===== src/rtl/turn_signal_conditioner.sv =====
// Conditions raw left/right/hazard switches into tick-aligned L/R requests for the
// tail-light sequencer: 2-flop sync, per-input debounce, merge, and step prescaler.
module turn_signal_conditioner #(
    parameter int DEBOUNCE_CYCLES = 4,
    parameter int TICK_DIV        = 8
) (
    input  logic clk,
    input  logic reset,
    input  logic left_sw,
    input  logic right_sw,
    input  logic hazard_sw,
    output logic L,
    output logic R,
    output logic tick
);
    localparam int DBW = $clog2(DEBOUNCE_CYCLES + 1);
    localparam int CW  = $clog2(TICK_DIV);
    localparam logic [DBW-1:0] DB_LAST  = DBW'(DEBOUNCE_CYCLES - 1);
    localparam logic [CW-1:0]  CNT_LAST = CW'(TICK_DIV - 1);

    // bit 0 = left, bit 1 = right, bit 2 = hazard
    logic [2:0] raw;
    logic [2:0] s1_q, s2_q;
    logic [2:0] db_q, db_d;
    logic       req_l, req_r;
    logic [CW-1:0] cnt_q, cnt_d;
    logic       tick_q, tick_d;
    logic       l_q, l_d, r_q, r_d;

    assign raw = {hazard_sw, right_sw, left_sw};

    always_ff @(posedge clk or posedge reset) begin
        if (reset) begin
            s1_q <= '0;
            s2_q <= '0;
            db_q <= '0;
        end else begin
            s1_q <= raw;
            s2_q <= s1_q;
            db_q <= db_d;
        end
    end

    for (genvar i = 0; i < 3; i++) begin : g_db
        logic [DBW-1:0] dcnt_q, dcnt_d;
        logic           db_nxt;

        // any sample that agrees with the debounced value restarts the count
        always_comb begin
            dcnt_d = dcnt_q;
            db_nxt = db_q[i];
            if (s2_q[i] == db_q[i]) begin
                dcnt_d = '0;
            end else if (dcnt_q == DB_LAST) begin
                db_nxt = s2_q[i];
                dcnt_d = '0;
            end else begin
                dcnt_d = dcnt_q + 1'b1;
            end
        end

        assign db_d[i] = db_nxt;

        always_ff @(posedge clk or posedge reset) begin
            if (reset) begin
                dcnt_q <= '0;
            end else begin
                dcnt_q <= dcnt_d;
            end
        end
    end

    assign req_l = db_q[0] | db_q[2];
    assign req_r = db_q[1] | db_q[2];

    // L/R sample the pre-edge requests, so a db change on a tick edge waits a full step
    always_comb begin
        tick_d = (cnt_q == CNT_LAST);
        cnt_d  = tick_d ? '0 : cnt_q + 1'b1;
        l_d    = tick_d ? req_l : l_q;
        r_d    = tick_d ? req_r : r_q;
    end

    always_ff @(posedge clk or posedge reset) begin
        if (reset) begin
            cnt_q  <= '0;
            tick_q <= 1'b0;
            l_q    <= 1'b0;
            r_q    <= 1'b0;
        end else begin
            cnt_q  <= cnt_d;
            tick_q <= tick_d;
            l_q    <= l_d;
            r_q    <= r_d;
        end
    end

    assign L    = l_q;
    assign R    = r_q;
    assign tick = tick_q;
endmodule


===== config.mk =====
export PLATFORM = sky130hd
export DESIGN_NAME = turn_signal_conditioner
export DESIGN_NICKNAME = d
export VERILOG_FILES = /design/src/rtl/turn_signal_conditioner.sv
export SDC_FILE = /design/constraint.sdc
export NUM_CORES = 1
export LEC_CHECK = 0
export ABC_CLOCK_PERIOD_IN_PS = 1020
export CAP_MARGIN = 25
export CORE_MARGIN = 1.5
export CORE_UTILIZATION = 25
export CTS_CLUSTER_SIZE = 40
export DETAILED_ROUTE_END_ITERATION = 16
export PLACE_DENSITY_LB_ADDON = 0.2
export SLEW_MARGIN = 20
export SYNTH_ARGS = -nofsm -noshare
export SYNTH_HDL_FRONTEND = slang
export SYNTH_SLANG_ARGS = --single-unit

===== constraint.sdc =====
create_clock -name clk -period 1.02 [get_ports clk]
set_input_delay 0.306 -clock clk [delete_from_list [all_inputs] [get_ports clk]]
set_output_delay 0.306 -clock clk [all_outputs]
set_load 0.01 [all_outputs]

# Word level (Yosys, flattened, before mapping)
# Index checks and enable logic that the tools add are counted.
dict set report classes {
  bitwise_logic 5
  n_addsub 4
  mux 7
  n_reduce_logical 3
  eq_ne 7
}
# operator count
set op_table {}
lappend op_table {{$mux W3} 7}
lappend op_table {{$add A3 B1 Y3 const B} 4}
lappend op_table {{$eq A3 B2 Y1 const B} 3}
lappend op_table {{$reduce_and A2 Y1} 3}
lappend op_table {{$eq A1 B1 Y1} 3}
lappend op_table {{$eq A3 B3 Y1 const B} 1}
lappend op_table {{$not A1 Y1} 3}
lappend op_table {{$or A1 B1 Y1} 2}
dict set report totals {
  wordCells 38
  out_inout_bits 3
  inputBits 5
  regBits 24
}

# Longest topological paths before layout
# Gate-level depths: netlist of run 1.
dict set report depth {
  word_depth 3
  depth_mapped 4
  ltp_nobuf 4
}

# Least setup slack after synthesis of run 1
# OpenSTA, ideal clock, no wires.
dict set report synth_timing {
  path_type {register to register}
  start {register g_db[2].dcnt_q[0]}
  end {register db_q[2]}
  t_arrival_ns 0.958
  period_less_slack_ns 1.083
  slack_ns -0.063
  setup_ns 0.125
  path_buffers 0
  required_ns 0.895
  stages_incl_launch_ff 4
  cell_sequence {dfrtp_1 -> ha_1 -> nor2b_4 -> mux2_2}
}
dict set report synth_between {
  elab_chain_cells 2
}
# item line
set synth_rtl {}
lappend synth_rtl {{start: declaration} 45} ;# logic [DBW-1:0] dcnt_q, dcnt_d;
lappend synth_rtl {{start signal: assignment} 68} ;# dcnt_q <= dcnt_d;
lappend synth_rtl {{$eq A3 B2 Y1} 54} ;# end else if (dcnt_q == DB_LAST) begin
lappend synth_rtl {{$reduce_and A2 Y1 (no line)} -}
lappend synth_rtl {{end signal: assignment} 36} ;# db_q <= '0;
lappend synth_rtl {{end signal: assignment} 40} ;# db_q <= db_d;
lappend synth_rtl {{end: declaration} 24} ;# logic [2:0] db_q, db_d;
# No other way between the ends.
# A chain may end at the register's enable or synchronous reset.

# Worst setup path in the final report of run 1
dict set report layout_timing {
  start {register r_q (netlist: R)}
  end {output R}
}
# item line
set layout_rtl {}
lappend layout_rtl {{start: declaration} 28} ;# logic l_q, l_d, r_q, r_d;
lappend layout_rtl {{start signal: assignment} 94} ;# r_q <= r_d;
lappend layout_rtl {{end: declaration} 13} ;# output logic R,
# No word-level cell between the ends.

==> impl_metrics.tcl, run 1 <==
set metrics [dict create \
    outcome "complete, but fails checks" \
    violations "setup timing" \
    total_power_mw 2.63 \
    synth_simple_gate_area_share_pct 14.4 \
    finalCritPeriodShare_pct 113 \
    path_max_fanout 2 \
    tns_ns -0.765 \
    final_cell_area_sq_um 1210 \
    setup_viol 11 \
    crit_path_top_delay_cell "dfrtp_1" \
    worst_slack_ns -0.128 \
    place_ws_ns -0.148 \
    hold_class "in -> async" \
    root_buffer "clkbuf_4" \
    synth_xor_area_share_pct 3.05 \
    wl_per_cell_um 10.1 \
    period_minus_slack_ns 1.15 \
    row_count 21 \
    h-tree-depth 1 \
    crit_path_max_incr_delay_ns 0.40 \
    overflow 0 \
    area.growth.synth_to_final_pct 40.8 \
    postRouteWirelength_um 1230 \
    netlist_area_sq_um 861 \
    crit_buf_inv 1 \
    syn_nets 65 \
    numCtsBuffers 3 \
    ys_seq_elements 24 \
    cp-start-kind "flop" \
    clk_latency_ns 0.30 \
    syn_inst 55 \
    fmax_mhz 871 \
    worst_setup_hold_path_clk_slew_ns 0.13 \
    die_x_um 61.7 \
    synth_cell_types 12 \
    drive_gt1_share_pct 53.9 \
    clock_skew_ns 0.0109 \
    crit_type "reg -> out" \
    cp.arrival_ns 0.84 \
    avgSynthCellArea_sq_um 15.7 \
    antennaDiodeCount 0 \
    yosys.area_share.adder_pct 7.27 \
    final_nets 88 \
    crit_chain "buf_2" \
    clk_path_buf_depth 2 \
    cts_sinks 24 \
    power_frac_seq_pct 49.5 \
    grt_max_degree 25 \
    max_cap_viol_count 0 \
    path_delay_family "flip-flops" \
    worst_slew_pin_slew_ns 0.266 \
    whs_ns 0.313 \
    via_per_inst 3.75 \
    grt_antenna_before_repair 0 \
    dieArea_sq_um 3800 \
    drv_slew 0 \
    synth-warning-count 0 \
    endpoint_kind "output port" \
    rsz0062_at_grt "yes" \
    final_common_cell "dfrtp_1" \
    max_slew_margin_pct 82.2 \
    stdcell_count 122 \
    track_usage_pct 7.71 \
    p_leak_nw 0.552 \
    port_buffers 7 \
    cp.required_ns 0.71 \
    vias 458 \
    hold_violations 0 \
    cts_tree "yes" \
    drtIter0Drc 3 \
    fp.dieH_um 61.7 \
    synth-compound-area-share_pct 1.16 \
    ant_nets 0 \
    dpl-instance-area_sq_um 1080 \
    combPwrFrac_pct 35.3 \
    ir_drop_mv 1.01 \
    coreArea_sq_um 3310 \
    grt_pass1_wl_um 2060 \
    synth_top_family_by_area "simple AND/OR/NAND/NOR gates" \
    layout_common_cells "24 x dfrtp_1, 5 x nor3b_2, 5 x buf_6, 5 x buf_4" \
    powerDensity_nw_per_um2 2170 \
    synthMuxAreaShare_pct 3.92 \
    pwr-share-clk_pct 15.2 \
    final_core_util_pct 36.6 \
    drc 0 \
    p_int_mw 1.88 \
    place_inst 116 \
    switching_share_pct 28.5 \
    gp_congestion 0.575 \
    ys_seq_area_share_pct 69.8 \
    drtPass1Iterations 2 \
    hpwl_um 790 \
    p_switching_mw 0.749 \
    grt_pass1_vias 495 \
    ios 8 \
    start_util_pct 26.0 \
]
power groups by stage:
stage | clock, mW | combinational (mW) | sequential [mW]
detailed placement | 0 | 0.697 | 1.31
global placement | 0 | 0.695 | 1.30
floorplan | 0 | 0.422 | 1.30
global route | 0.452 | 1.03 | 1.33
finish | 0.400 | 0.926 | 1.30
CTS | 0.413 | 0.825 | 1.29
registers in the layout, summed over array words and instances, names as in the netlist:
register / cells
s1_q: 3
db_q: 3
g_db.dcnt_q: 9
L: 1
tick: 1
s2_q: 3
cnt_q: 3
R: 1
worst register-to-register path: stages, from the launching register on:
cell,delay (ns)
dfrtp_1,0.37
ha_2,0.19
nor2b_4,0.17
mux2_4,0.30
area by class of cell:
class | count | area, sq um
inverters | 1 | 3.75
multi-input cells | 30 | 359
fillers | 343 | 2100
well taps | 46 | 57.6
repair buffers | 18 | 169
flip-flops and latches | 24 | 601
clock buffers | 3 | 22.5
metal layers:
metal	wire length, um	global-route usage (%)	share of wire, %
met2	593	12.0	48
met5	0	0	0
met3	29	1.26	2.4
met4	19	6.38	1.5
met1	586	9.25	48
final timing paths:
kind / depth (start not counted) / end / startpoint / slack (ns)
min reg2reg: 0 / s2_q[1] / s1_q[1] / 0.37
max in group asynchronous: 3 / s1_q[2] / reset / 0.55
max: 1 / R / R / -0.13
min: 3 / R / reset / 0.31
min in group clk: 0 / s2_q[1] / s1_q[1] / 0.37
max reg2reg: 3 / db_q[1] / g_db[1].dcnt_q[0] / -0.11
timing repair:
item                                    4_1_cts  5_1_grt
cloned                                        0        0
hold buffers                                  0        0
resized for setup                            22       10
setup buffers                                 5        1
pin swaps                                     8        7
endpoints found under the setup margin       12       16
kinds of logic (layout without fill, tap and decap cells):
logic type / Yosys count / count (layout)
flops: 24 / 24
simple gates: 17 / 17
fa+ha+maj: 5 / 5
xor+xnor: 3 / 3
mux: 3 / 3
compound gates: 2 / 2
buf+inv: 1 / 22
synthesized netlist by cell type:
cell type / count / area [sq um]
dfrtp_1: 24 / 601
ha_1: 5 / 62.6
nor2_1: 5 / 18.8
nor3b_1: 4 / 30.0
mux2_2: 3 / 33.8
nor2b_4: 3 / 41.3
nor3_1: 3 / 15.0
xnor2_1: 3 / 26.3
a21oi_1: 2 / 10.0
inv_1: 1 / 3.75
nor2b_1: 1 / 6.26
nor3b_2: 1 / 12.5
No activity file was read; power rests on OpenSTA's default activity.
==> run 2: changes to the inputs <==
Settings changed: CORE_MARGIN 1.5 to not set, SKIP_CTS_REPAIR_TIMING set to 1.
==> run 2 against run 1 <==
Against the previous run:
- the run still ends with setup timing left
- global-route usage shrank 0.086 points
- maximum frequency up 1.5%
- critical path depth is 2 higher
- clock power up 18%
- non-clock buffer count is 1 higher
- first-iteration DRC count grew to 3.0 times the previous value
- routed wire length barely moved
- worst setup slack gained 0.017 ns
==> impl_metrics.tcl, run 2 (synthesis gave the netlist of run 1 again) <==
set metrics [dict create \
    violations "setup timing" \
    place_ws_ns -0.141 \
    setup_viol 9 \
    top_register "g_db.dcnt_q" \
    finalCritPeriodShare_pct 111 \
    start_util_pct 27.3 \
    p_leak_nw 0.550 \
    drtPass1Iterations 2 \
    area.growth.synth_to_final_pct 39.2 \
    die_x_um 60.7 \
    root_buffer "clkbuf_4" \
    endpoint_kind "flop" \
    crit_type "reg -> reg" \
    max_cap_viol_count 0 \
    vias 467 \
    clk_latency_ns 0.30 \
    layout_common_cells "24 x dfrtp_1, 10 x buf_4, 4 x nor2_1, 4 x ha_2, 4 x clkdlybuf4s50_1" \
    hold_class "in -> async" \
    fillerInstances 324 \
    h-tree-depth 1 \
    cts_sinks 24 \
    max_slew_margin_pct 80.4 \
    ios 8 \
    rsz0062_at_grt "yes" \
    port_buffers 7 \
    cp-start-kind "flop" \
    track_usage_pct 7.62 \
    fp.dieH_um 60.7 \
    overflow 0 \
    worst_slack_ns -0.111 \
    via_per_inst 3.83 \
    fmax_mhz 885 \
    wl_per_cell_um 10.1 \
    cts_tree "yes" \
    cp.required_ns 1.22 \
    drv_slew 0 \
    row_count 20 \
    postRouteWirelength_um 1230 \
    grt_pass1_wl_um 1950 \
    worst_setup_hold_path_clk_slew_ns 0.12 \
    outcome "complete, but fails checks" \
    drc 0 \
    final_cell_area_sq_um 1200 \
    hold_violations 0 \
    coreArea_sq_um 3150 \
    period_minus_slack_ns 1.13 \
    gp_congestion 0.644 \
    grt_pass1_vias 455 \
    powerDensity_nw_per_um2 2190 \
    drtIter0Drc 9 \
    numCtsBuffers 3 \
    final_common_cell "dfrtp_1" \
    clock_skew_ns 0.00233 \
    grt_max_degree 25 \
    dieArea_sq_um 3680 \
    dpl-instance-area_sq_um 1060 \
    ant_nets 0 \
    clk_path_buf_depth 2 \
    path_max_fanout 3 \
    worst_slew_pin_slew_ns 0.291 \
    grt_antenna_before_repair 0 \
    hpwl_um 782 \
    drive_gt1_share_pct 51.3 \
    cp.arrival_ns 1.33 \
    antennaDiodeCount 0 \
    largest_register_ffs 9 \
    ir_drop_mv 0.819 \
    final_nets 89 \
]
[run 2: changes by cell type in the layout (fill, tap and decap cells not counted), sizes merged]
cell | before | now
clkbuf | 3 | 7
buf | 14 | 12
[run 2: area by class of cell]
| type | count | area, sq um | share of cell area [%] |
|---|---|---|---|
| sequential | 24 | 601 | 50.1 |
| multi-input combinational | 30 | 342 | 28.5 |
| timing repair buffer | 19 | 161 | 13.5 |
| tap | 44 | 55.1 | 4.59 |
| clock buffer | 4 | 36.3 | 3.03 |
| inverter | 1 | 3.75 | 0.313 |
[run 2: power breakdown]
part	leakage, nW	internal, mW	switching [mW]	total, mW
logic	0.231	0.535	0.318	0.853
registers	0.298	1.15	0.147	1.30
clock network	0.0210	0.218	0.255	0.473
[run 2: path summary, 6_finish.rpt]
check                                  startpoint                 to  slack [ns]  cells after the start
worst max register to register  g_db[0].dcnt_q[0]            db_q[0]       -0.11                      3
worst min register to register            s1_q[2]            s2_q[2]        0.37                      0
max in group asynchronous                   reset  g_db[2].dcnt_q[2]        0.57                      3
worst min-delay path                        reset  g_db[1].dcnt_q[0]        0.32                      3
min in group clk                          s1_q[2]            s2_q[2]        0.37                      0
worst max-delay path            g_db[0].dcnt_q[0]            db_q[0]       -0.11                      3
[run 2: critical path, stage by stage, from the launching register on]
cell	delay (ns)
dfrtp_1	0.37
ha_2	0.18
nor2b_4	0.18
mux2_4	0.31
[run 2: metal layers]
metal / track usage [%] / up-vias / routed length [um]
li1: - / 227 / -
met1: 8.45 / 231 / 526
met2: 12.1 / 7 / 634
met3: 3.84 / 2 / 51
met4: 3.90 / 0 / 14
met5: 0 / - / 0
[run 2: metrics by stage]
step | power [mW] | instances | TNS, ns | util [%] | hold WS, ns
floorplan | 1.72 | 55 | -0.124 | - | 0.321
global placement | 1.95 | 112 | -0.768 | 33.8 | 0.337
detailed placement | 1.96 | 112 | -0.841 | 33.8 | 0.336
CTS | 2.46 | 116 | -2.13 | 34.9 | 0.306
global route | 2.83 | 122 | -1.13 | 38.0 | 0.304
finish | 2.62 | 122 | -0.668 | 38.0 | 0.316
